File: src/rtl/rv32i_dmemarbiter.sv
// Two-port (cpu / loader) arbiter and sequencer for the 4K-word and 2K-word data banks.
// Optional round-robin arbitration when DMEM_ARB_RR_EN is defined; fixed cpu priority otherwise.
module rv32i_dmemarbiter #(
  parameter logic [17:0] BANK4K_TAG = 18'h00002,
  parameter logic [18:0] BANK2K_TAG = 19'h00006
) (
  input  logic        clk,
  input  logic        rst_n,
  input  logic        cpu_req,
  input  logic        cpu_we,
  input  logic [2:0]  cpu_funct3,
  input  logic [31:0] cpu_addr,
  input  logic [31:0] cpu_wdata,
  output logic        cpu_ack,
  output logic        cpu_err,
  output logic [31:0] cpu_rdata,
  input  logic        ldr_req,
  input  logic        ldr_we,
  input  logic [2:0]  ldr_funct3,
  input  logic [31:0] ldr_addr,
  input  logic [31:0] ldr_wdata,
  output logic        ldr_ack,
  output logic        ldr_err,
  output logic [31:0] ldr_rdata,
  output logic [11:0] ram4k_addr,
  output logic [3:0]  ram4k_we,
  output logic [10:0] ram2k_addr,
  output logic [3:0]  ram2k_we,
  output logic [31:0] ram_wdata,
  input  logic [31:0] ram4k_rdata,
  input  logic [31:0] ram2k_rdata
);

  typedef enum logic [1:0] {IDLE, ACCESS, RESP} state_t;
  state_t state;

  logic        grant_ldr;
  logic        sel_we;
  logic [2:0]  sel_f3;
  logic [31:0] sel_addr;
  logic [31:0] sel_wdata;
  logic        hit4k, hit2k;
  logic [3:0]  lane_be;
  logic [31:0] lane_data;
  logic        bad_store;
  logic        sel_err;
  logic        store_ok;

  logic        resp_ldr;
  logic        resp_err;
  logic        resp_load;
  logic        resp_4k;
  logic [31:0] resp_rdata;

`ifdef DMEM_ARB_RR_EN
  logic last_ldr;

  always_comb begin
    grant_ldr = ldr_req && (!cpu_req || !last_ldr);
  end

  always_ff @(posedge clk or negedge rst_n) begin
    if (!rst_n) begin
      last_ldr <= 1'b1;
    end else if (state == IDLE && (cpu_req || ldr_req)) begin
      last_ldr <= grant_ldr;
    end
  end
`else
  always_comb begin
    grant_ldr = ldr_req && !cpu_req;
  end
`endif

  always_comb begin
    sel_we    = grant_ldr ? ldr_we     : cpu_we;
    sel_f3    = grant_ldr ? ldr_funct3 : cpu_funct3;
    sel_addr  = grant_ldr ? ldr_addr   : cpu_addr;
    sel_wdata = grant_ldr ? ldr_wdata  : cpu_wdata;
    hit4k     = (sel_addr[31:14] == BANK4K_TAG);
    hit2k     = (sel_addr[31:13] == BANK2K_TAG);
  end

  always_comb begin
    lane_be   = '0;
    lane_data = '0;
    bad_store = 1'b0;
    case (sel_f3)
      3'b000: begin
        lane_be   = 4'b0001 << sel_addr[1:0];
        lane_data = {24'h0, sel_wdata[7:0]} << {sel_addr[1:0], 3'b000};
      end
      3'b001: begin
        if (sel_addr[0]) begin
          bad_store = 1'b1;
        end else if (sel_addr[1]) begin
          lane_be   = 4'b1100;
          lane_data = {sel_wdata[15:0], 16'h0};
        end else begin
          lane_be   = 4'b0011;
          lane_data = {16'h0, sel_wdata[15:0]};
        end
      end
      3'b010: begin
        lane_be   = 4'b1111;
        lane_data = sel_wdata;
      end
      default: bad_store = 1'b1;
    endcase
    sel_err  = !(hit4k || hit2k) || (sel_we && bad_store);
    store_ok = sel_we && !sel_err;
  end

  // The request is decoded at grant time and only the decoded results are kept;
  // this lets the RAM address/we/wdata registers be valid throughout ACCESS.
  always_ff @(posedge clk or negedge rst_n) begin
    if (!rst_n) begin
      state      <= IDLE;
      resp_ldr   <= 1'b0;
      resp_err   <= 1'b0;
      resp_load  <= 1'b0;
      resp_4k    <= 1'b0;
      ram4k_addr <= '0;
      ram2k_addr <= '0;
      ram4k_we   <= '0;
      ram2k_we   <= '0;
      ram_wdata  <= '0;
      cpu_ack    <= 1'b0;
      cpu_err    <= 1'b0;
      ldr_ack    <= 1'b0;
      ldr_err    <= 1'b0;
    end else begin
      case (state)
        IDLE: begin
          if (cpu_req || ldr_req) begin
            state     <= ACCESS;
            resp_ldr  <= grant_ldr;
            resp_err  <= sel_err;
            resp_load <= !sel_we;
            resp_4k   <= hit4k;
            if (hit4k) ram4k_addr <= sel_addr[13:2];
            if (hit2k) ram2k_addr <= sel_addr[12:2];
            ram4k_we  <= (store_ok && hit4k) ? lane_be : '0;
            ram2k_we  <= (store_ok && hit2k) ? lane_be : '0;
            ram_wdata <= store_ok ? lane_data : '0;
          end
        end
        ACCESS: begin
          state     <= RESP;
          ram4k_we  <= '0;
          ram2k_we  <= '0;
          ram_wdata <= '0;
          cpu_ack   <= !resp_ldr;
          cpu_err   <= !resp_ldr && resp_err;
          ldr_ack   <= resp_ldr;
          ldr_err   <= resp_ldr && resp_err;
        end
        RESP: begin
          state   <= IDLE;
          cpu_ack <= 1'b0;
          cpu_err <= 1'b0;
          ldr_ack <= 1'b0;
          ldr_err <= 1'b0;
        end
        default: state <= IDLE;
      endcase
    end
  end

  // Synchronous-read data arrives during RESP, so it is steered combinationally behind the registered ack.
  always_comb begin
    resp_rdata = resp_4k ? ram4k_rdata : ram2k_rdata;
    cpu_rdata  = (cpu_ack && resp_load && !resp_err) ? resp_rdata : '0;
    ldr_rdata  = (ldr_ack && resp_load && !resp_err) ? resp_rdata : '0;
  end

endmodule

File: config.mk
export PLATFORM = sky130hd
export DESIGN_NAME = rv32i_dmemarbiter
export DESIGN_NICKNAME = d
export VERILOG_FILES = /design/src/rtl/rv32i_dmemarbiter.sv
export SDC_FILE = /design/constraint.sdc
export NUM_CORES = 1
export LEC_CHECK = 0
export CORE_AREA = 2 2 131 133
export CTS_BUF_LIST = sky130_fd_sc_hd__clkbuf_8
export CTS_CLUSTER_SIZE = 14
export DETAILED_ROUTE_END_ITERATION = 12
export DIE_AREA = 0 0 133 135
export PLACE_DENSITY = 0.67
export SLEW_MARGIN = 30
export SYNTH_ARGS = -nofsm -noshare
export SYNTH_HDL_FRONTEND = slang
export SYNTH_SLANG_ARGS = --single-unit
export TNS_END_PERCENT = 20
File: constraint.sdc
create_clock -name clk -period 4.7 [get_ports clk]
set_clock_uncertainty 0.05 [all_clocks]
set_input_delay 0.94 -clock clk [delete_from_list [all_inputs] [get_ports clk]]
set_output_delay 0.94 -clock clk [all_outputs]
set_load 0.03 [all_outputs]
==> summary.md, run 1 <==
| Metric | Value |
|---|---|
| Hold Path Class | register to register |
| Final number of setup-violating endpoints | 0 |
| Worst Path Max Fanout | 25 |
| Number of setup buffers added after CTS | 0 |
| WP buf/inv | 1 |
| Clock buffer count from CTS | 9 |
| Largest voltage drop on the vdd net | 0.127 mV |
| Cell accounting for the most synthesized area | sky130_fd_sc_hd__dfrtp_1 |
| Hold Buf Count CTS | 0 |
| Minimum setup slack among reg-to-reg paths | 2.10 ns |
| Initial Utilization | 28.1% |
| Critical R2R Capture | ram4k_addr[4] |
| Area of all sequential standard cells | 1830 um2 |
| Vias in the first global route | 5227 |
| Family with the most delay on the worst path | flip-flops |
| Per-cell via count in the routed design | 4.81 |
| Minimum period implied by the final worst setup slack | 3.67 ns |
| Overall overflow remaining after global route | 0 |
| Depth of the worst register-to-register path | 6 |
| Data arrival time of the critical path | 2.68 ns |
| Cell area after synthesis | 4600 um2 |
| Yosys cell types | 48 |
| Die W | 133 um |
| Number of cell rows | 47 |
| CTS max path bufs | 2 |
| Most common cell in the netlist | sky130_fd_sc_hd__nand2_1 |
| Yosys warns | 0 |
| Mean area per synthesized cell | a little over 9 um2 |
| Sum of net half-perimeters after detailed placement | 16.3 mm |
| Delay of the slowest cell on the worst path | 0.90 ns |
| Floorplan core area | about 16000 um2 |
| Crit path depth | 3 |
| Proportion of synthesized flip-flops having asynchronous set or reset | 100% |
| FILL cells | 1537 |
| Kind of launch point of the worst setup path | register |
| Run status | complete, no violations |
| Sink count of the clock tree | 73 |
| Layout cell share with drive strength beyond 1 | just under 8% |
| Number of nets with antenna violations after routing | 0 |
| Floorplan die area | 18000 um2 |
| Period utilisation layout | 78.1% |
| RSZ-0062 raised after global routing | false |
| Crit. End Element | output pin |
| Synthesis-stage register bit count | 73 |
| Ant diodes | 0 |
| Post-cts resize count | 0 |
| Final hold slack | 0.432 ns |
| Highest-delay cell along the critical path | sky130_fd_sc_hd__dfrtp_2 |
| DRT iter0 DRCs | 142 |
| Leakage | 3.34 nW |
| Achievable Freq | 272 MHz |
| Proportion of synthesized chip area in sequential cells | approximately two fifths |
| Critical path start-end classification | register to output pin |
| Final Total Pwr | 1.84 mW |
| End of the critical path | cpu_rdata[11] |
| TritonRoute pass-1 iters | 4 |
| Critical path startpoint | resp_4k |
| R2R Path Start | state[0] |
| Vertical die dimension | between 100 and 150 um |
| Nets in the synthesized netlist | 712 |
| Drt total wl | 20.1 mm |
| Placer congestion estimate | 0.805 |
| Max-Cap Viols | 0 |
| Combined area of the multi-input logic cells | 2630 um2 |
| Number of enable flip-flop cells after synthesis | 0 |
| CTS tree | built |
| Clk Tree Root Cell | sky130_fd_sc_hd__clkbuf_8 |
| Setup Total Neg Slack | 0 ns |
| Number of antenna violations at the first check in global routing | 1 |
| Final Net Count | 1033 |
| Req. time, crit path | 3.71 ns |
| Final Hold Viols | 0 |
| I/O pin total | 335 |
| Power density over the cells | 220 nW/um2 |
| Post-route DRC violation count | 0 |
| Pin count of the biggest net entering global routing | 74 |
| Post-synthesis instance total | 505 |
| Top post-synthesis cells by area | sky130_fd_sc_hd__dfrtp_1 (40%), sky130_fd_sc_hd__mux2i_1 (14%), sky130_fd_sc_hd__nand2_1 (7.1%) |
| Measured slew at the worst slew-check pin | 0.816 ns |
| Fin. max-slew vios | 0 |
| Global-route usage over all layers | 22.2% |
| Final WS setup | 1.03 ns |
| List of cells traversed by the critical path | mux2i_1, nor2_1, clkdlybuf4s50_1 |
| Detailed-route via count | 5054 |
| Clock latency reported for the late side of the worst-skew pair | approximately 0.36 ns |
| Flip-flop cell with the highest count after synthesis | sky130_fd_sc_hd__dfrtp_1 |
| First-pass GRT wire length | 30.4 mm |
| Synth top cells by count | sky130_fd_sc_hd__nand2_1 (87), sky130_fd_sc_hd__dfrtp_1 (73), sky130_fd_sc_hd__mux2i_1 (66), sky130_fd_sc_hd__nor2_1 (66), sky130_fd_sc_hd__o21ai_0 (39) |
| Layout Area Growth over Synthesis | 81.2% |
| Clock-pin transition on the worst setup and hold timing paths | around 0.080 ns |
| Setup slack at placement | just under 0.7 ns |
| Max-Slew Margin vs Limit | 45.6% |
| Top-area cell type share of the netlist area | 39.7% |
| DR WL/cell | between 15 and 20 um |
| Maximum level of the CTS H-tree | 3 |
| Number of port buffers | 334 |
-- state kept, by name (all words and copies together), names as in the netlist, 2 cells and up --
name,cells
ram4k_addr,12
ram2k_addr,11
ram4k_we,4
ram_wdata,32
state,2
ram2k_we,4
-- worst min-delay path by stage --
stage                             start             to  slack [ns]  cells after the start
final                      ram_wdata[8]   ram_wdata[8]        0.43                      2
after CTS                  ram_wdata[8]   ram_wdata[8]        0.44                      2
after global placement    ram_wdata[16]  ram_wdata[16]        0.41                      2
after global routing        ram2k_we[0]    ram2k_we[0]        0.46                      2
after floorplan               resp_load      resp_load        0.42                      1
after detailed placement    ram2k_we[0]    ram2k_we[0]        0.42                      2
-- power breakdown --
group	switching, mW	leakage, nW	internal, mW
sequential	0.0252	1.00	0.662
combinational	0.325	2.24	0.290
clock	0.267	0.104	0.266
-- stage by stage --
step / area, um2 / instances / utilization [%]
3_5_place_dp: 8130 / 1035 / 49.5
5_1_grt: 8340 / 1051 / 50.8
6_report: 8340 / 1051 / 50.8
4_1_cts: 8340 / 1051 / 50.8
2_1_floorplan: 4600 / 505 / -
3_3_place_gp: 8120 / 1035 / 49.5
-- layout make-up --
cell class | count | share of cell area, %
repair buffers | 338 | 40.5
multi-input cells | 397 | 31.5
flip-flops and latches | 73 | 21.9
well taps | 220 | 3.30
clock buffers | 10 | 1.65
clock inverters | 6 | 0.870
inverters | 7 | 0.315
-- kinds of logic (layout without fill, tap and decap cells) --
family	Yosys count	after routing	share of synthesized area, %
buffers and inverters	35	361	3.42
DFF	73	73	39.7
AOI/OAI and AO/OA	100	100	15.1
and+or+nand+nor	198	198	19.4
adders and majority gates	3	3	0.816
xor gates and xnor gates	2	2	0.381
muxes	94	94	21.2
-- routing by layer --
metal  vias up  part of all wire (%)  global-route usage [%]
met4         2                   1.9                    6.27
met1      2346                    39                    25.4
met3        26                   8.3                    6.49
li1       2449                     -                       -
met2       231                    51                    40.4
met5         -                 0.065                       0
-- layout by cell type (no fill, tap or decap), types with 6 or more instances in the layout --
| cell type | count |
|---|---|
| sky130_fd_sc_hd__o22a_1 | 16 |
| sky130_fd_sc_hd__clkbuf_8 | 10 |
| sky130_fd_sc_hd__nor2_1 | 66 |
| sky130_fd_sc_hd__mux2i_1 | 66 |
| sky130_fd_sc_hd__dfrtp_1 | 72 |
| sky130_fd_sc_hd__mux2_2 | 28 |
| sky130_fd_sc_hd__a2bb2oi_1 | 8 |
| sky130_fd_sc_hd__nand2_1 | 85 |
| sky130_fd_sc_hd__o21ai_0 | 38 |
| sky130_fd_sc_hd__nand4_1 | 6 |
| sky130_fd_sc_hd__nand3_1 | 10 |
| sky130_fd_sc_hd__nor4_1 | 6 |
| sky130_fd_sc_hd__clkdlybuf4s50_1 | 333 |
| sky130_fd_sc_hd__o22ai_1 | 8 |
| sky130_fd_sc_hd__o31ai_1 | 10 |
| sky130_fd_sc_hd__inv_1 | 7 |
-- worst reg2reg max path, stage by stage, from the launching register on --
cell                      delay (ns)
sky130_fd_sc_hd__dfrtp_1        0.41
sky130_fd_sc_hd__inv_1          0.09
sky130_fd_sc_hd__ha_1           0.28
sky130_fd_sc_hd__o21ai_0        0.32
sky130_fd_sc_hd__a21oi_1        0.32
sky130_fd_sc_hd__nand3_1        0.53
sky130_fd_sc_hd__mux2_2         0.47
Note: power is estimated with default switching activity, not from simulation.
==> inputs of run 2 (changes only) <==
- clock period: 4.7 -> 3.74 ns (I/O delays scaled with it)
==> summary.md, run 2 (same netlist as run 1, synthesis figures left out) <==
| Metric | Value |
|---|---|
| Final Net Count | 1046 |
| Clock-pin transition on the worst setup and hold timing paths | 0.08 ns |
| Layout Area Growth over Synthesis | 83.7% |
| Layout cell share with drive strength beyond 1 | 8.89% |
| Drt total wl | about 20 mm |
| Measured slew at the worst slew-check pin | 0.798 ns |
| Family with the most delay on the worst path | buffers and inverters |
| Run status | complete, no violations |
| Floorplan core area | 16400 um2 |
| Commonest cells after routing, fill and taps aside | sky130_fd_sc_hd__clkdlybuf4s50_1 (333), sky130_fd_sc_hd__nand2_1 (87), sky130_fd_sc_hd__dfrtp_1 (72), sky130_fd_sc_hd__mux2i_1 (66), sky130_fd_sc_hd__nor2_1 (66) |
| Overall overflow remaining after global route | 0 |
| Number of setup buffers added after CTS | 0 |
| Highest metal layer with signal wires | met4 |
| R2R Path Start | state[1] |
| Number of antenna violations at the first check in global routing | 0 |
| List of cells traversed by the critical path | nor2b_1, nand2_1, buf_4, nor2_1, clkdlybuf4s50_1 |
| Leading cell type in the layout, fill and taps excluded | sky130_fd_sc_hd__clkdlybuf4s50_1 |
| CTS tree | built |
| Post-cts resize count | 0 |
| Final hold slack | 0.361 ns |
| CTS max path bufs | 2 |
| First-pass GRT wire length | between 30 and 40 mm |
| RSZ-0062 raised after global routing | false |
| Met3 WL post-DR | 1.80 mm |
| Minimum period implied by the final worst setup slack | 3.35 ns |
| Flip-flop count of the largest register after layout | 32 |
| Initial Utilization | 28.1% |
| Data arrival time of the critical path | between 2 and 3 ns |
| I/O pin total | 335 |
| Final Hold Viols | 0 |
| Sink count of the clock tree | 73 |
| Minimum setup slack among reg-to-reg paths | 1.33 ns |
| Ant diodes | 0 |
| Vias in the first global route | 5172 |
| Detailed-route via count | between 5000 and 6000 |
| Period utilisation layout | 89.5% |
| Maximum level of the CTS H-tree | 3 |
| Die W | 133 um |
| Global-route usage over all layers | 22.2% |
| DRT iter0 DRCs | 181 |
| Delay of the slowest cell on the worst path | ~0.7 ns |
| Highest-delay cell along the critical path | sky130_fd_sc_hd__clkdlybuf4s50_1 |
| Critical path start-end classification | register to output pin |
| Critical R2R Capture | ram_wdata[4] |
| Setup Total Neg Slack | 0 ns |
| Max-Slew Margin vs Limit | 46.8% |
| DR WL/cell | 18.9 um |
| Largest register by flop count | ram_wdata |
| Vertical die dimension | 135 um |
| Req. time, crit path | 2.94 ns |
| Routed length on met1 | 7.65 mm |
| Hold Path Class | input pin to async pin |
| Leakage | 3.40 nW |
| Achievable Freq | 299 MHz |
| Number of nets with antenna violations after routing | 0 |
| Floorplan die area | 18000 um2 |
| Hold Buf Count CTS | 0 |
| Placer congestion estimate | 0.843 |
| Wire length on met2 | 10.1 mm |
| Kind of launch point of the worst setup path | register |
| Clock buffer count from CTS | 9 |
| Area of all sequential standard cells | 1830 um2 |
| FILL cells | between 1500 and 2000 |
| TritonRoute pass-1 iters | 4 |
| Worst Path Max Fanout | 17 |
| Max-Cap Viols | 0 |
| Fin. max-slew vios | 0 |
| Largest voltage drop on the vdd net | 0.173 mV |
| Final number of setup-violating endpoints | 0 |
| Clk Tree Root Cell | sky130_fd_sc_hd__clkbuf_8 |
| Post-route DRC violation count | 0 |
| Combined area of the multi-input logic cells | 2620 um2 |
| Clock latency reported for the late side of the worst-skew pair | 0.36 ns |
| Pin count of the biggest net entering global routing | between 70 and 80 |
| Depth of the worst register-to-register path | 7 |
| Per-cell via count in the routed design | around 4.9 |
| Registers with the most flip-flops | ram_wdata x32, ram4k_addr x12, ram2k_addr x11 |
| Final Total Pwr | 2.33 mW |
| Number of cell rows | 47 |
| Sum of net half-perimeters after detailed placement | 16.4 mm |
| WP buf/inv | 2 |
| Number of port buffers | between 300 and 400 |
| Power density over the cells | 276 nW/um2 |
| Crit. End Element | output pin |
[run 2: how the worst max path moves through the flow]
stage,from,endpoint,slack [ns],depth (start not counted)
2_1_floorplan,resp_4k,cpu_rdata[10],1.32,4
5_1_grt,resp_err,ldr_rdata[30],0.24,5
3_5_place_dp,cpu_req,ram_wdata[4],0.24,7
6_report,resp_err,ldr_rdata[30],0.39,5
3_3_place_gp,cpu_req,ram_wdata[2],0.38,7
4_1_cts,resp_err,ldr_rdata[30],0.36,5
[run 2: metrics by stage]
step | instance area (um2) | std cells | worst slack, ns | utilization, %
2_1_floorplan | 4600 | 505 | 1.32 | -
3_3_place_gp | 8230 | 1048 | 0.377 | 50.2
3_5_place_dp | 8230 | 1048 | 0.241 | 50.2
4_1_cts | 8450 | 1064 | 0.363 | 51.5
5_1_grt | 8460 | 1064 | 0.241 | 51.5
6_report | 8460 | 1064 | 0.394 | 51.5
[run 2: power breakdown]
group	switching [mW]	internal [mW]	total [mW]
combinational	0.399	0.370	0.769
clock	0.324	0.375	0.700
sequential	0.0291	0.832	0.861
[run 2: layout make-up]
type / count / area share, %
timing repair buffer: 351 / 41.2
multi-input combinational: 397 / 31.0
sequential: 73 / 21.6
tap: 220 / 3.26
clock buffer: 9 / 1.46
clock inverter: 7 / 1.12
inverter: 7 / 0.311
[run 2: routing by layer]
metal | track usage, % | vias to the layer above
li1 | - | 2474
met1 | 25.8 | 2418
met2 | 39.2 | 242
met3 | 6.23 | 29
met4 | 8.12 | 0
met5 | 0 | -
